===== src/rtl/issue_execute_fifo.sv =====
// issue_execute_fifo: buffers issued ops between the issue stage and one execute unit.
// Latency: push to data_out_valid is 1 cycle; 0 cycles when built with ISSUE_EXECUTE_FIFO_BYPASS_EN.
// Backpressure: full (registered state only) drops pushes; pop on an empty FIFO is ignored.
//
// Ports:
//   clk, rst              clock; asynchronous active-low reset
//   data_in, push         op from issue and its enqueue request
//   full, count           no free entry / current occupancy
//   data_out,
//   data_out_valid, pop   show-ahead head entry, presence flag, consume request
//   commit_feedback_pack  commit feedback; enable & flush empties the FIFO
//
// Optional build macro: ISSUE_EXECUTE_FIFO_BYPASS_EN (an empty FIFO forwards data_in
// to data_out in the same cycle).

package issue_execute_pkg;

  typedef struct packed {
    logic        enable;
    logic [5:0]  rob_id;
    logic [3:0]  opcode;
    logic [4:0]  dst_reg;
    logic [31:0] src_a;
    logic [31:0] src_b;
  } issue_execute_pack_t;

  typedef struct packed {
    logic       enable;
    logic       flush;
    logic [5:0] rob_id;
  } commit_feedback_pack_t;

endpackage

module issue_execute_fifo
  import issue_execute_pkg::*;
#(
  parameter int DEPTH = 4  // power of two, >= 2
) (
  input  logic                    clk,
  input  logic                    rst,
  input  issue_execute_pack_t     data_in,
  input  logic                    push,
  output logic                    full,
  output logic [$clog2(DEPTH):0]  count,
  output issue_execute_pack_t     data_out,
  output logic                    data_out_valid,
  input  logic                    pop,
  input  commit_feedback_pack_t   commit_feedback_pack
);

  localparam int IDX_W = $clog2(DEPTH);
  localparam int PTR_W = IDX_W + 1;

  // Pointers carry one extra wrap bit so full and empty never alias.
  logic [PTR_W-1:0]    rd_ptr_q, rd_ptr_d;
  logic [PTR_W-1:0]    wr_ptr_q, wr_ptr_d;
  issue_execute_pack_t storage_q [DEPTH];
  issue_execute_pack_t storage_d [DEPTH];

  logic [IDX_W-1:0] rd_idx;
  logic [IDX_W-1:0] wr_idx;
  logic             empty;
  logic             flush_req;
  logic             push_acc;
  logic             pop_acc;
  logic             bypass_consume;
  logic             wr_en;
  logic             rd_adv;

  // Only enable/flush of the feedback pack matter here.
  logic fb_unused;
  assign fb_unused = ^commit_feedback_pack.rob_id;

  assign rd_idx = rd_ptr_q[IDX_W-1:0];
  assign wr_idx = wr_ptr_q[IDX_W-1:0];

  // Status and handshake qualification.
  always_comb begin
    flush_req = commit_feedback_pack.enable & commit_feedback_pack.flush;
    empty     = (rd_ptr_q == wr_ptr_q);
    full      = (rd_idx == wr_idx) && (rd_ptr_q[IDX_W] != wr_ptr_q[IDX_W]);
    count     = wr_ptr_q - rd_ptr_q;
    push_acc  = push & ~full & ~flush_req;
  end

`ifdef ISSUE_EXECUTE_FIFO_BYPASS_EN
  logic bypass_hit;

  // An empty FIFO presents the incoming op directly; if the execute unit
  // takes it in the same cycle, it never touches storage.
  always_comb begin
    bypass_hit     = empty & push & ~flush_req;
    bypass_consume = bypass_hit & pop;
    data_out_valid = ~empty | bypass_hit;
    data_out       = bypass_hit ? data_in : storage_q[rd_idx];
  end
`else
  // Outputs depend on registered state only.
  always_comb begin
    bypass_consume = 1'b0;
    data_out_valid = ~empty;
    data_out       = storage_q[rd_idx];
  end
`endif

  always_comb begin
    pop_acc = pop & data_out_valid & ~flush_req;
    // A bypass-consumed op moves neither pointer.
    wr_en   = push_acc & ~bypass_consume;
    rd_adv  = pop_acc  & ~bypass_consume;
  end

  // Next-state: flush wins over any push/pop in the same cycle and leaves
  // storage contents untouched.
  always_comb begin
    rd_ptr_d  = rd_ptr_q;
    wr_ptr_d  = wr_ptr_q;
    storage_d = storage_q;
    if (flush_req) begin
      rd_ptr_d = '0;
      wr_ptr_d = '0;
    end else begin
      if (wr_en) begin
        storage_d[wr_idx] = data_in;
        wr_ptr_d          = wr_ptr_q + PTR_W'(1);
      end
      if (rd_adv) begin
        rd_ptr_d = rd_ptr_q + PTR_W'(1);
      end
    end
  end

  always_ff @(posedge clk or negedge rst) begin
    if (!rst) begin
      rd_ptr_q <= '0;
      wr_ptr_q <= '0;
      for (int i = 0; i < DEPTH; i++) begin
        storage_q[i] <= '0;
      end
    end else begin
      rd_ptr_q  <= rd_ptr_d;
      wr_ptr_q  <= wr_ptr_d;
      storage_q <= storage_d;
    end
  end

endmodule


===== config.mk =====
export PLATFORM = sky130hd
export DESIGN_NAME = issue_execute_fifo
export DESIGN_NICKNAME = d
export VERILOG_FILES = /design/src/rtl/issue_execute_fifo.sv
export SDC_FILE = /design/constraint.sdc
export NUM_CORES = 1
export LEC_CHECK = 0
export ABC_AREA = 1
export CORE_ASPECT_RATIO = 0.8
export CORE_MARGIN = 1.5
export CORE_UTILIZATION = 33
export CTS_BUF_LIST = sky130_fd_sc_hd__clkbuf_16
export DETAILED_ROUTE_END_ITERATION = 6
export SYNTH_ARGS = -nofsm -noshare
export SYNTH_HDL_FRONTEND = slang
export SYNTH_SLANG_ARGS = --single-unit

===== constraint.sdc =====
create_clock -name clk -period 3.31 [get_ports clk]
set_input_delay 0.993 -clock clk [delete_from_list [all_inputs] [get_ports clk]]
set_output_delay 0.993 -clock clk [all_outputs]
set_load 0.05 [all_outputs]

==> flow_results.xml, run 1 <==
<?xml version="1.0" encoding="UTF-8"?>
<metrics>
  <group name="power_and_ir_drop">
    <metric name="power_frac_comb" unit="">0.570</metric>
    <metric name="netSwitchingFraction" unit="">0.443</metric>
    <metric name="leakage" unit="nW">9.72</metric>
    <metric name="power.share.clock" unit="">0.161</metric>
    <metric name="share_seq_of_total_power" unit="">0.269</metric>
    <metric name="power.density_cell_area" unit="nW/um^2">1310</metric>
    <metric name="power_switching" unit="W">0.0113</metric>
    <metric name="worst_voltage_drop_across_the_vdd_grid" unit="V">0.000987</metric>
    <metric name="cellInternalPower" unit="W">0.0141</metric>
  </group>
  <group name="route">
    <metric name="postRouteAntennaNets" unit="">0</metric>
    <metric name="wire_per_inst" unit="um">17.2</metric>
    <metric name="detailroute.via_count" unit="">13000</metric>
    <metric name="post_drt_via_cell_ratio" unit="">4.93</metric>
    <metric name="drtPass1Iterations" unit="">5</metric>
    <metric name="drt_wl_total" unit="um">45100</metric>
    <metric name="drc" unit="">0</metric>
    <metric name="initialDrtViolationCount" unit="">1169</metric>
  </group>
  <group name="run">
    <metric name="cap_viol_max_count" unit="">0</metric>
  </group>
  <group name="logic_synthesis">
    <metric name="post_synth.cell_area_avg" unit="um^2">7.94</metric>
    <metric name="synth.distinct_cells" unit="">24</metric>
    <metric name="synth_top_family_by_area" unit="">simple AND/OR/NAND/NOR gates</metric>
    <metric name="ys_seq_elements" unit="">326</metric>
    <metric name="share_of_synthesized_cell_area_in_full_adder_half_adder_and_majority_cells" unit="">0.00726</metric>
    <metric name="syn_nets" unit="">1966</metric>
    <metric name="synth.area.mux_share" unit="">0</metric>
    <metric name="post_synth_main_area_contributors" unit="">sky130_fd_sc_hd__dfrtp_1, sky130_fd_sc_hd__nand2_1, sky130_fd_sc_hd__o21ai_0</metric>
    <metric name="synthesis.instances" unit="">1866</metric>
    <metric name="area_of_the_mapped_netlist" unit="um^2">14800</metric>
    <metric name="synth_top_cell_by_area" unit="">sky130_fd_sc_hd__dfrtp_1</metric>
    <metric name="yosysSeqAreaShare" unit="">0.550</metric>
    <metric name="ys.warnings.count" unit="">0</metric>
    <metric name="synthXorXnorAreaFrac" unit="">0.00177</metric>
    <metric name="share_of_yosys_cell_area_claimed_by_the_top_area_cell_type" unit="">0.550</metric>
    <metric name="synth-simple-area-share" unit="">0.301</metric>
    <metric name="synth_compound_gate_area_share" unit="">0.0891</metric>
  </group>
  <group name="final_layout">
    <metric name="layout.cells.most_common_list" unit="">sky130_fd_sc_hd__nand2_1, sky130_fd_sc_hd__dfrtp_1, sky130_fd_sc_hd__o21ai_0, sky130_fd_sc_hd__nor2_1, sky130_fd_sc_hd__buf_12</metric>
    <metric name="final_common_cell" unit="">sky130_fd_sc_hd__nand2_1</metric>
    <metric name="fin_nets" unit="">2100</metric>
    <metric name="instances_no_fill" unit="">2630</metric>
    <metric name="synthToLayoutAreaGrowth" unit="%">30.4</metric>
    <metric name="fin_util" unit="">0.436</metric>
    <metric name="share_of_post_route_cells_with_drive_strength_above_1" unit="">0.101</metric>
  </group>
  <group name="critical_path">
    <metric name="reg2regPathDepth" unit="">10</metric>
    <metric name="critical_path.max_stage_delay" unit="ns">0.43</metric>
    <metric name="start_kind" unit="">flip-flop</metric>
    <metric name="timing.critical_path.cells" unit="">inv_2 -&gt; buf_12 -&gt; o21ai_0 -&gt; o22ai_1 -&gt; buf_12</metric>
    <metric name="endpoint_kind" unit="">primary output</metric>
    <metric name="worst-endpoint-arrival" unit="ns">2.23</metric>
    <metric name="crit_fanout" unit="">50</metric>
    <metric name="setup.worst_path.class" unit="">reg2out</metric>
    <metric name="worst_path_most_repeated_cell" unit="">sky130_fd_sc_hd__buf_12</metric>
    <metric name="timing.critical_path.required" unit="ns">2.32</metric>
    <metric name="cpMaxStageDelayCell" unit="">sky130_fd_sc_hd__dfrtp_2</metric>
  </group>
  <group name="timing">
    <metric name="timing_max_transition_violations_final" unit="">0</metric>
    <metric name="finalCriticalPeriod" unit="ns">3.23</metric>
    <metric name="report.final.hold_viol_count" unit="">0</metric>
    <metric name="timing.final.setup_violations" unit="">0</metric>
    <metric name="relSlewSlack" unit="">0.513</metric>
    <metric name="worst_slew_pin_slew" unit="ns">0.731</metric>
    <metric name="achievable_freq" unit="MHz">310</metric>
    <metric name="timing.clock.skew" unit="ns">0.0114</metric>
    <metric name="grt_setup_unrepaired" unit="">yes</metric>
    <metric name="layout_worst_path_cycle_share" unit="">0.975</metric>
  </group>
  <group name="floorplanning">
    <metric name="initial_standard_cell_utilization_of_the_core" unit="">0.334</metric>
    <metric name="chipHeight" unit="um">193</metric>
    <metric name="dieWidth" unit="um">240</metric>
    <metric name="ioPinCount" unit="">177</metric>
    <metric name="core-area" unit="um^2">44400</metric>
    <metric name="die_area" unit="um^2">46200</metric>
    <metric name="floorplan.rows" unit="">69</metric>
  </group>
  <group name="global_routing">
    <metric name="number_of_antenna_violations_at_the_first_check_in_global_routing" unit="">2</metric>
    <metric name="first_pass_grt_wire_length" unit="um">71900</metric>
    <metric name="grt_pass1_vias" unit="">13000</metric>
    <metric name="grt_max_degree" unit="">102</metric>
    <metric name="grt_remaining_overflow" unit="">0</metric>
    <metric name="grt.total_usage" unit="">0.200</metric>
  </group>
  <group name="place">
    <metric name="dp.final_hpwl" unit="um">25400</metric>
    <metric name="portBuffers" unit="">170</metric>
    <metric name="routabilityCongestion" unit="">0.774</metric>
    <metric name="placed_cells" unit="">2564</metric>
  </group>
  <group name="clock_network">
    <metric name="clock-root-buffer" unit="">sky130_fd_sc_hd__clkbuf_16</metric>
    <metric name="clock_latency" unit="ns">0.53</metric>
    <metric name="cts_num_sinks" unit="">326</metric>
    <metric name="cts_post_setup_buffers_inserted" unit="">0</metric>
    <metric name="clock_tree_from_tritoncts" unit="">yes</metric>
    <metric name="clock_tree.htree_level_count" unit="">2</metric>
    <metric name="clock_edge_transition_at_the_registers_on_the_reported_setup_and_hold_paths" unit="ns">0.06</metric>
    <metric name="cts_buffers" unit="">37</metric>
    <metric name="clk_path_buf_depth" unit="">3</metric>
  </group>
  <group name="outcome">
    <metric name="status" unit="">finished, final reports clean</metric>
  </group>
  <group name="hold_path">
    <metric name="holdCritPathClass" unit="">in2async</metric>
  </group>
</metrics>
[registers in the layout, summed over array words and instances (netlist names)]
register,cells
storage_q,320
wr_ptr_q,3
rd_ptr_q,3
[power by group through the flow]
stage	logic (W)	registers, W	clock network [W]
floorplan	0.00807	0.00660	0
global placement	0.0143	0.00678	0
detailed placement	0.0144	0.00683	0
CTS	0.0145	0.00680	0.00418
global route	0.0155	0.00705	0.00431
finish	0.0145	0.00683	0.00408
[layout make-up]
type	count	area [um^2]
flip-flops and latches	326	8160
repair buffers	213	3140
diodes	1	2.50
multi-input cells	1407	6010
well taps	603	754
inverters	15	58.8
clock inverters	26	220
clock buffers	39	976
fillers	4379	25000
[cell families after synthesis]
family,after synthesis
adders and majority gates,8
and+or+nand+nor,1152
AOI/OAI and AO/OA,244
DFF,326
buffers and inverters,133
xor gates and xnor gates,3
[Yosys cell counts]
cell type / number
sky130_fd_sc_hd__dfrtp_1: 326
sky130_fd_sc_hd__nand4_2: 4
sky130_fd_sc_hd__nor2_1: 163
sky130_fd_sc_hd__inv_1: 13
sky130_fd_sc_hd__o22ai_1: 80
sky130_fd_sc_hd__nand4_1: 1
sky130_fd_sc_hd__xor2_1: 2
sky130_fd_sc_hd__buf_1: 2
sky130_fd_sc_hd__inv_2: 1
sky130_fd_sc_hd__buf_6: 32
sky130_fd_sc_hd__nand3_4: 2
sky130_fd_sc_hd__nand2_2: 1
sky130_fd_sc_hd__clkbuf_1: 78
sky130_fd_sc_hd__o21ai_0: 163
sky130_fd_sc_hd__ha_1: 7
sky130_fd_sc_hd__nand2_1: 974
sky130_fd_sc_hd__buf_2: 5
sky130_fd_sc_hd__xnor2_1: 1
sky130_fd_sc_hd__buf_4: 1
sky130_fd_sc_hd__nor2_8: 4
sky130_fd_sc_hd__clkinv_1: 1
sky130_fd_sc_hd__fa_1: 1
sky130_fd_sc_hd__nand3_1: 3
sky130_fd_sc_hd__a21oi_1: 1
[through the flow]
stage | TNS, ns | hold WS [ns] | setup WS [ns] | cell area (um^2) | power, W
5_1_grt | -0.00505 | 0.491 | -0.00505 | 19300 | 0.0268
3_5_place_dp | 0 | 0.460 | 0.504 | 18100 | 0.0212
4_1_cts | 0 | 0.476 | 0.00630 | 19300 | 0.0254
3_3_place_gp | 0 | 0.456 | 0.517 | 18100 | 0.0210
6_report | 0 | 0.462 | 0.0826 | 19300 | 0.0254
2_1_floorplan | 0 | 0.444 | 0.379 | 14800 | 0.0147
[path summary, 6_finish.rpt]
kind,start,end,slack (ns)
hold reg to reg,storage_q[212],storage_q[212],0.47
setup / recovery,rd_ptr_q[1],data_out[19],0.08
hold / removal,rst,storage_q[95],0.46
min in group clk,storage_q[212],storage_q[212],0.47
max in group asynchronous,rst,rd_ptr_q[0],2.05
setup reg to reg,rd_ptr_q[1],storage_q[135],0.79
[repair_timing]
action,CTS,global route
endpoints found under the setup margin,12,10
resized for setup,3,9
pin swaps,0,0
hold buffers,0,0
[per-layer routing]
metal  vias to the layer above  GRT usage  wire, um
met1                      6349      0.277     20800
li1                       6137          -         -
met5                         -          0        27
met3                        58     0.0378      3120
met2                       418      0.319     20500
met4                         4     0.0547       695
[worst max-delay path, delay by kind of cell (launching register included)]
family          cells  cell delay [ns]
buf+inv             3             0.79
compound gates      2             0.45
flops               1             0.43
No activity file was read; power rests on OpenSTA's default activity.
==> run 2: changes to the inputs <==
Settings changed: CELL_PAD_IN_SITES_DETAIL_PLACEMENT set to 0, CELL_PAD_IN_SITES_GLOBAL_PLACEMENT set to 1, PLACE_DENSITY_LB_ADDON set to 0.1.
==> flow_results.xml, run 2 (synthesized netlist as in run 1, its figures left out) <==
<?xml version="1.0" encoding="UTF-8"?>
<metrics>
  <group name="timing">
    <metric name="relSlewSlack" unit="">0.581</metric>
    <metric name="report.final.hold_viol_count" unit="">0</metric>
    <metric name="timing.final.setup_violations" unit="">0</metric>
    <metric name="timing.clock.skew" unit="ns">0.0108</metric>
    <metric name="timing_max_transition_violations_final" unit="">0</metric>
    <metric name="finalCriticalPeriod" unit="ns">3.22</metric>
    <metric name="timing.setup.tns" unit="ns">0</metric>
    <metric name="achievable_freq" unit="MHz">311</metric>
    <metric name="grt_setup_unrepaired" unit="">no</metric>
    <metric name="worst_slew_pin_slew" unit="ns">0.629</metric>
    <metric name="layout_worst_path_cycle_share" unit="">0.972</metric>
  </group>
  <group name="final_layout">
    <metric name="final_common_cell" unit="">sky130_fd_sc_hd__nand2_1</metric>
    <metric name="largest_registers" unit="">storage_q (320), rd_ptr_q (3), wr_ptr_q (3)</metric>
    <metric name="share_of_post_route_cells_with_drive_strength_above_1" unit="">0.0984</metric>
    <metric name="synthToLayoutAreaGrowth" unit="%">30.8</metric>
    <metric name="layout.cells.most_common_list" unit="">sky130_fd_sc_hd__nand2_1, sky130_fd_sc_hd__dfrtp_1, sky130_fd_sc_hd__o21ai_0, sky130_fd_sc_hd__nor2_1, sky130_fd_sc_hd__buf_12</metric>
    <metric name="fin_nets" unit="">2107</metric>
    <metric name="register_containing_the_most_flip_flops_in_the_final_layout" unit="">storage_q</metric>
    <metric name="fin_util" unit="">0.437</metric>
    <metric name="largest_register_ffs" unit="">320</metric>
  </group>
  <group name="run">
    <metric name="cap_viol_max_count" unit="">0</metric>
  </group>
  <group name="power_and_ir_drop">
    <metric name="netSwitchingFraction" unit="">0.446</metric>
    <metric name="leakage" unit="nW">9.78</metric>
    <metric name="cellInternalPower" unit="W">0.0140</metric>
    <metric name="power_switching" unit="W">0.0113</metric>
    <metric name="share_seq_of_total_power" unit="">0.270</metric>
    <metric name="power_frac_comb" unit="">0.578</metric>
    <metric name="worst_voltage_drop_across_the_vdd_grid" unit="V">0.00136</metric>
    <metric name="power.density_cell_area" unit="nW/um^2">1310</metric>
    <metric name="power.share.clock" unit="">0.152</metric>
  </group>
  <group name="clock_network">
    <metric name="clk_path_buf_depth" unit="">3</metric>
    <metric name="clock_edge_transition_at_the_registers_on_the_reported_setup_and_hold_paths" unit="ns">0.06</metric>
    <metric name="cts_num_sinks" unit="">326</metric>
    <metric name="clock_tree_from_tritoncts" unit="">yes</metric>
    <metric name="clock-root-buffer" unit="">sky130_fd_sc_hd__clkbuf_16</metric>
    <metric name="cts_buffers" unit="">38</metric>
    <metric name="clock_tree.htree_level_count" unit="">2</metric>
    <metric name="clock_latency" unit="ns">0.53</metric>
  </group>
  <group name="critical_path">
    <metric name="start_kind" unit="">flip-flop</metric>
    <metric name="worst-endpoint-arrival" unit="ns">2.22</metric>
    <metric name="cpMaxStageDelayCell" unit="">sky130_fd_sc_hd__dfrtp_4</metric>
    <metric name="timing.critical_path.cells" unit="">ha_1 -&gt; fa_1 -&gt; xnor2_2 -&gt; buf_12</metric>
    <metric name="critical_path.max_stage_delay" unit="ns">0.53</metric>
    <metric name="endpoint_kind" unit="">primary output</metric>
    <metric name="setup.worst_path.class" unit="">reg2out</metric>
    <metric name="crit_buf_inv" unit="">1</metric>
    <metric name="crit_fanout" unit="">5</metric>
    <metric name="cpLargestDelayFamily" unit="">adder cells</metric>
    <metric name="timing.critical_path.required" unit="ns">2.32</metric>
  </group>
  <group name="global_routing">
    <metric name="number_of_antenna_violations_at_the_first_check_in_global_routing" unit="">4</metric>
    <metric name="grt.total_usage" unit="">0.215</metric>
    <metric name="first_pass_grt_wire_length" unit="um">76300</metric>
    <metric name="grt_pass1_vias" unit="">12900</metric>
    <metric name="grt_remaining_overflow" unit="">0</metric>
    <metric name="grt_max_degree" unit="">81</metric>
  </group>
  <group name="route">
    <metric name="detailroute.via_count" unit="">12800</metric>
    <metric name="wire_per_inst" unit="um">18.3</metric>
    <metric name="drc" unit="">0</metric>
    <metric name="post_drt_via_cell_ratio" unit="">4.84</metric>
    <metric name="postRouteAntennaNets" unit="">0</metric>
    <metric name="drt_wl_total" unit="um">48200</metric>
    <metric name="drtPass1Iterations" unit="">4</metric>
    <metric name="initialDrtViolationCount" unit="">994</metric>
  </group>
  <group name="place">
    <metric name="dp.final_hpwl" unit="um">27000</metric>
    <metric name="routabilityCongestion" unit="">0.763</metric>
    <metric name="portBuffers" unit="">170</metric>
  </group>
  <group name="hold_path">
    <metric name="holdCritPathClass" unit="">in2async</metric>
  </group>
  <group name="floorplanning">
    <metric name="chipHeight" unit="um">193</metric>
    <metric name="die_area" unit="um^2">46200</metric>
    <metric name="dieWidth" unit="um">240</metric>
    <metric name="initial_standard_cell_utilization_of_the_core" unit="">0.334</metric>
    <metric name="core-area" unit="um^2">44400</metric>
    <metric name="ioPinCount" unit="">177</metric>
    <metric name="floorplan.rows" unit="">69</metric>
  </group>
  <group name="outcome">
    <metric name="status" unit="">finished, final reports clean</metric>
  </group>
</metrics>
run 2: changes by cell type in the layout (fill, tap and decap cells not counted), moves of 2 or more:
cell / previous run / this run
sky130_fd_sc_hd__o22ai_2: 10 / 6
sky130_fd_sc_hd__bufinv_16: 4 / 0
sky130_fd_sc_hd__inv_1: 17 / 26
sky130_fd_sc_hd__o22ai_1: 70 / 74
sky130_fd_sc_hd__buf_4: 22 / 18
sky130_fd_sc_hd__clkbuf_16: 39 / 41
sky130_fd_sc_hd__buf_12: 104 / 114
sky130_fd_sc_hd__clkinv_2: 6 / 2
run 2: final timing paths:
kind                       slack [ns]              to  depth (start not counted)            from
max                              0.09        count[2]                          4     rd_ptr_q[0]
min                              0.41  storage_q[250]                          1             rst
max reg2reg                      0.94  storage_q[280]                         10     rd_ptr_q[1]
min reg2reg                      0.47  storage_q[134]                          2  storage_q[134]
max in group asynchronous        2.03  storage_q[213]                          3             rst
min in group clk                 0.47  storage_q[134]                          2  storage_q[134]
run 2: layer usage:
layer	GRT usage	part of all wire	up-vias	wire length, um
li1	-	-	6172	-
met1	0.298	0.47	6215	22600
met2	0.350	0.46	317	22100
met3	0.0373	0.056	61	2710
met4	0.0508	0.016	4	780
met5	0	0.00046	-	22
run 2: what timing repair did:
action                                  CTS  global route
endpoints found under the setup margin    9            22
pin swaps                                 0             0
hold buffers                              0             0
buffers inserted                          0             3
gates resized for setup                   4             6
run 2: layout make-up:
type	instances	area, um^2
repair buffers	219	3300
well taps	603	754
flip-flops and latches	326	8170
clock buffers	41	1030
multi-input cells	1407	6000
inverters	15	58.8
fillers	4442	25000
clock inverters	24	92.6
diodes	2	5.00
run 2: power groups by stage:
stage          combinational [W]  clock (W)  sequential, W
6_report                  0.0146    0.00386        0.00684
5_1_grt                   0.0158    0.00415        0.00707
4_1_cts                   0.0147    0.00398        0.00685
3_5_place_dp              0.0146          0        0.00687
3_3_place_gp              0.0146          0        0.00685
2_1_floorplan            0.00807          0        0.00660
run 2: stage by stage:
stage               area (um^2)  std cells  hold slack, ns  power, W  worst slack [ns]
floorplan                 14800       1866           0.444    0.0147             0.379
global placement          18200       2567           0.456    0.0214             0.323
detailed placement        18200       2567           0.459    0.0215             0.331
CTS                       19300       2632           0.429    0.0255           0.00374
global route              19400       2636           0.447    0.0270           0.00718
finish                    19400       2637           0.411    0.0253            0.0930
==> run 3: changes to the inputs <==
Settings changed: CORE_UTILIZATION 33 to 42.
==> flow_results.xml, run 3 (synthesized netlist as in run 1, its figures left out) <==
<?xml version="1.0" encoding="UTF-8"?>
<metrics>
  <group name="outcome">
    <metric name="status" unit="">finished, final reports clean</metric>
  </group>
  <group name="clock_network">
    <metric name="clock-root-buffer" unit="">sky130_fd_sc_hd__clkbuf_16</metric>
    <metric name="cts_buffers" unit="">36</metric>
    <metric name="clk_path_buf_depth" unit="">3</metric>
    <metric name="clock_tree.htree_level_count" unit="">2</metric>
    <metric name="cts_num_sinks" unit="">326</metric>
    <metric name="clock_edge_transition_at_the_registers_on_the_reported_setup_and_hold_paths" unit="ns">0.06</metric>
    <metric name="clock_tree_from_tritoncts" unit="">yes</metric>
    <metric name="clock_latency" unit="ns">0.53</metric>
  </group>
  <group name="critical_path">
    <metric name="timing.critical_path.cells" unit="">ha_1 -&gt; fa_1 -&gt; xnor2_1 -&gt; buf_12</metric>
    <metric name="cpLargestDelayFamily" unit="">adder cells</metric>
    <metric name="setup.worst_path.class" unit="">reg2out</metric>
    <metric name="crit_buf_inv" unit="">1</metric>
    <metric name="cpMaxStageDelayCell" unit="">sky130_fd_sc_hd__dfrtp_4</metric>
    <metric name="critical_path.max_stage_delay" unit="ns">0.63</metric>
    <metric name="worst-endpoint-arrival" unit="ns">2.26</metric>
    <metric name="endpoint_kind" unit="">primary output</metric>
    <metric name="timing.critical_path.required" unit="ns">2.32</metric>
    <metric name="start_kind" unit="">flip-flop</metric>
    <metric name="crit_fanout" unit="">17</metric>
  </group>
  <group name="global_routing">
    <metric name="grt_max_degree" unit="">80</metric>
    <metric name="grt_pass1_vias" unit="">12700</metric>
    <metric name="grt_remaining_overflow" unit="">0</metric>
    <metric name="first_pass_grt_wire_length" unit="um">71100</metric>
    <metric name="grt.total_usage" unit="">0.251</metric>
    <metric name="number_of_antenna_violations_at_the_first_check_in_global_routing" unit="">3</metric>
  </group>
  <group name="place">
    <metric name="routabilityCongestion" unit="">0.763</metric>
    <metric name="dp_worst_setup_slack" unit="ns">0.438</metric>
    <metric name="portBuffers" unit="">170</metric>
    <metric name="dp.final_hpwl" unit="um">25100</metric>
  </group>
  <group name="route">
    <metric name="postRouteAntennaNets" unit="">0</metric>
    <metric name="drt_wl_total" unit="um">44400</metric>
    <metric name="post_drt_via_cell_ratio" unit="">5.13</metric>
    <metric name="drtPass1Iterations" unit="">5</metric>
    <metric name="wire_per_inst" unit="um">17.7</metric>
    <metric name="detailroute.via_count" unit="">12800</metric>
    <metric name="drc" unit="">0</metric>
    <metric name="initialDrtViolationCount" unit="">976</metric>
  </group>
  <group name="final_layout">
    <metric name="fin_nets" unit="">2099</metric>
    <metric name="fin_util" unit="">0.552</metric>
    <metric name="layout.cells.most_common_list" unit="">sky130_fd_sc_hd__nand2_1, sky130_fd_sc_hd__dfrtp_1, sky130_fd_sc_hd__o21ai_0, sky130_fd_sc_hd__nor2_1, sky130_fd_sc_hd__buf_12</metric>
    <metric name="layout.filler_cells" unit="">3188</metric>
    <metric name="synthToLayoutAreaGrowth" unit="%">29.4</metric>
    <metric name="share_of_post_route_cells_with_drive_strength_above_1" unit="">0.105</metric>
    <metric name="final_common_cell" unit="">sky130_fd_sc_hd__nand2_1</metric>
    <metric name="largest_register_ffs" unit="">320</metric>
    <metric name="register_containing_the_most_flip_flops_in_the_final_layout" unit="">storage_q</metric>
    <metric name="largest_registers" unit="">storage_q (320), rd_ptr_q (3), wr_ptr_q (3)</metric>
  </group>
  <group name="timing">
    <metric name="relSlewSlack" unit="">0.471</metric>
    <metric name="achievable_freq" unit="MHz">307</metric>
    <metric name="timing.clock.skew" unit="ns">0.0196</metric>
    <metric name="final_critical_path_setup_slack" unit="ns">0.0564</metric>
    <metric name="finalCriticalPeriod" unit="ns">3.25</metric>
    <metric name="worst_slew_pin_slew" unit="ns">0.793</metric>
    <metric name="timing.setup.tns" unit="ns">0</metric>
    <metric name="layout_worst_path_cycle_share" unit="">0.983</metric>
    <metric name="report.final.hold_viol_count" unit="">0</metric>
    <metric name="timing.final.setup_violations" unit="">0</metric>
    <metric name="timing_max_transition_violations_final" unit="">0</metric>
  </group>
  <group name="floorplanning">
    <metric name="initial_standard_cell_utilization_of_the_core" unit="">0.427</metric>
    <metric name="ioPinCount" unit="">177</metric>
    <metric name="dieWidth" unit="um">213</metric>
    <metric name="floorplan.rows" unit="">61</metric>
    <metric name="die_area" unit="um^2">36400</metric>
    <metric name="chipHeight" unit="um">171</metric>
    <metric name="core-area" unit="um^2">34700</metric>
  </group>
  <group name="power_and_ir_drop">
    <metric name="leakage" unit="nW">9.72</metric>
    <metric name="power.density_cell_area" unit="nW/um^2">1310</metric>
    <metric name="worst_voltage_drop_across_the_vdd_grid" unit="V">0.000921</metric>
  </group>
  <group name="run">
    <metric name="cap_viol_max_count" unit="">0</metric>
  </group>
  <group name="hold_path">
    <metric name="holdCritPathClass" unit="">in2async</metric>
  </group>
</metrics>
==> run 3: cell count changes in the layout (fill, tap and decap cells not counted), moves of 3 or more <==
cell and delta:
sky130_fd_sc_hd__o22ai_2 +15, sky130_fd_sc_hd__clkinv_2 +4, sky130_fd_sc_hd__clkbuf_16 -4, sky130_fd_sc_hd__o22ai_1 -15, sky130_fd_sc_hd__inv_1 -6, sky130_fd_sc_hd__buf_12 -6
sky130_fd_sc_hd__inv_6 +3
==> run 3: layout make-up <==
type | count | area [um^2] | share of cell area
antenna | 2 | 5.00 | 0.000261
clock inverter | 27 | 150 | 0.00783
clock buffer | 37 | 926 | 0.0483
multi-input combinational | 1407 | 6080 | 0.317
timing repair buffer | 213 | 3200 | 0.167
inverter | 15 | 61.3 | 0.00320
tap | 472 | 591 | 0.0308
sequential | 326 | 8160 | 0.426
==> run 3: what timing repair did <==
| action | 4_1_cts | 5_1_grt |
|---|---|---|
| endpoints found under the hold margin | 0 | 0 |
| pin swaps | 0 | 1 |
| endpoints found under the setup margin | 18 | 25 |
| hold buffers | 0 | 0 |
| gates resized for setup | 8 | 16 |
| setup buffers | 1 | 0 |
==> run 3: worst register-to-register path, delay by kind of cell (launching register included) <==
family | cells | cell delay (ns)
adders and majority gates | 1 | 0.38
buffers and inverters | 3 | 0.52
DFF | 1 | 0.63
and+or+nand+nor | 6 | 0.92
==> run 3: final timing paths <==
kind	cells after the start	from	to	slack (ns)
max reg2reg	10	rd_ptr_q[0]	storage_q[70]	0.82
max	4	rd_ptr_q[0]	count[2]	0.06
max in group asynchronous	2	rst	storage_q[216]	1.92
min	1	rst	storage_q[255]	0.44
min in group clk	2	storage_q[187]	storage_q[187]	0.47
min reg2reg	2	storage_q[187]	storage_q[187]	0.47
==> run 3: where the power goes <==
| group | switching (W) | internal, W |
|---|---|---|
| sequential | 0.00100 | 0.00586 |
| clock | 0.00162 | 0.00210 |
| combinational | 0.00857 | 0.00595 |
| total | 0.0112 | 0.0139 |
==> run 3: per-stage QoR <==
| step | instances | hold WS [ns] | cell area, um^2 | power [W] |
|---|---|---|---|---|
| final | 2499 | 0.441 | 19200 | 0.0251 |
| after global routing | 2498 | 0.488 | 19200 | 0.0266 |
| after global placement | 2432 | 0.456 | 17900 | 0.0211 |
| after CTS | 2497 | 0.475 | 19100 | 0.0252 |
| after detailed placement | 2432 | 0.460 | 17900 | 0.0212 |
| after floorplan | 1866 | 0.444 | 14800 | 0.0147 |
==> run 3: routing by layer <==
layer / GRT usage / up-vias / routed length, um / part of all wire
li1: - / 6144 / - / -
met1: 0.354 / 6271 / 20800 / 0.47
met2: 0.400 / 347 / 20200 / 0.46
met3: 0.0464 / 50 / 2700 / 0.061
met4: 0.0586 / 2 / 637 / 0.014
met5: 0 / - / 13 / 0.00029
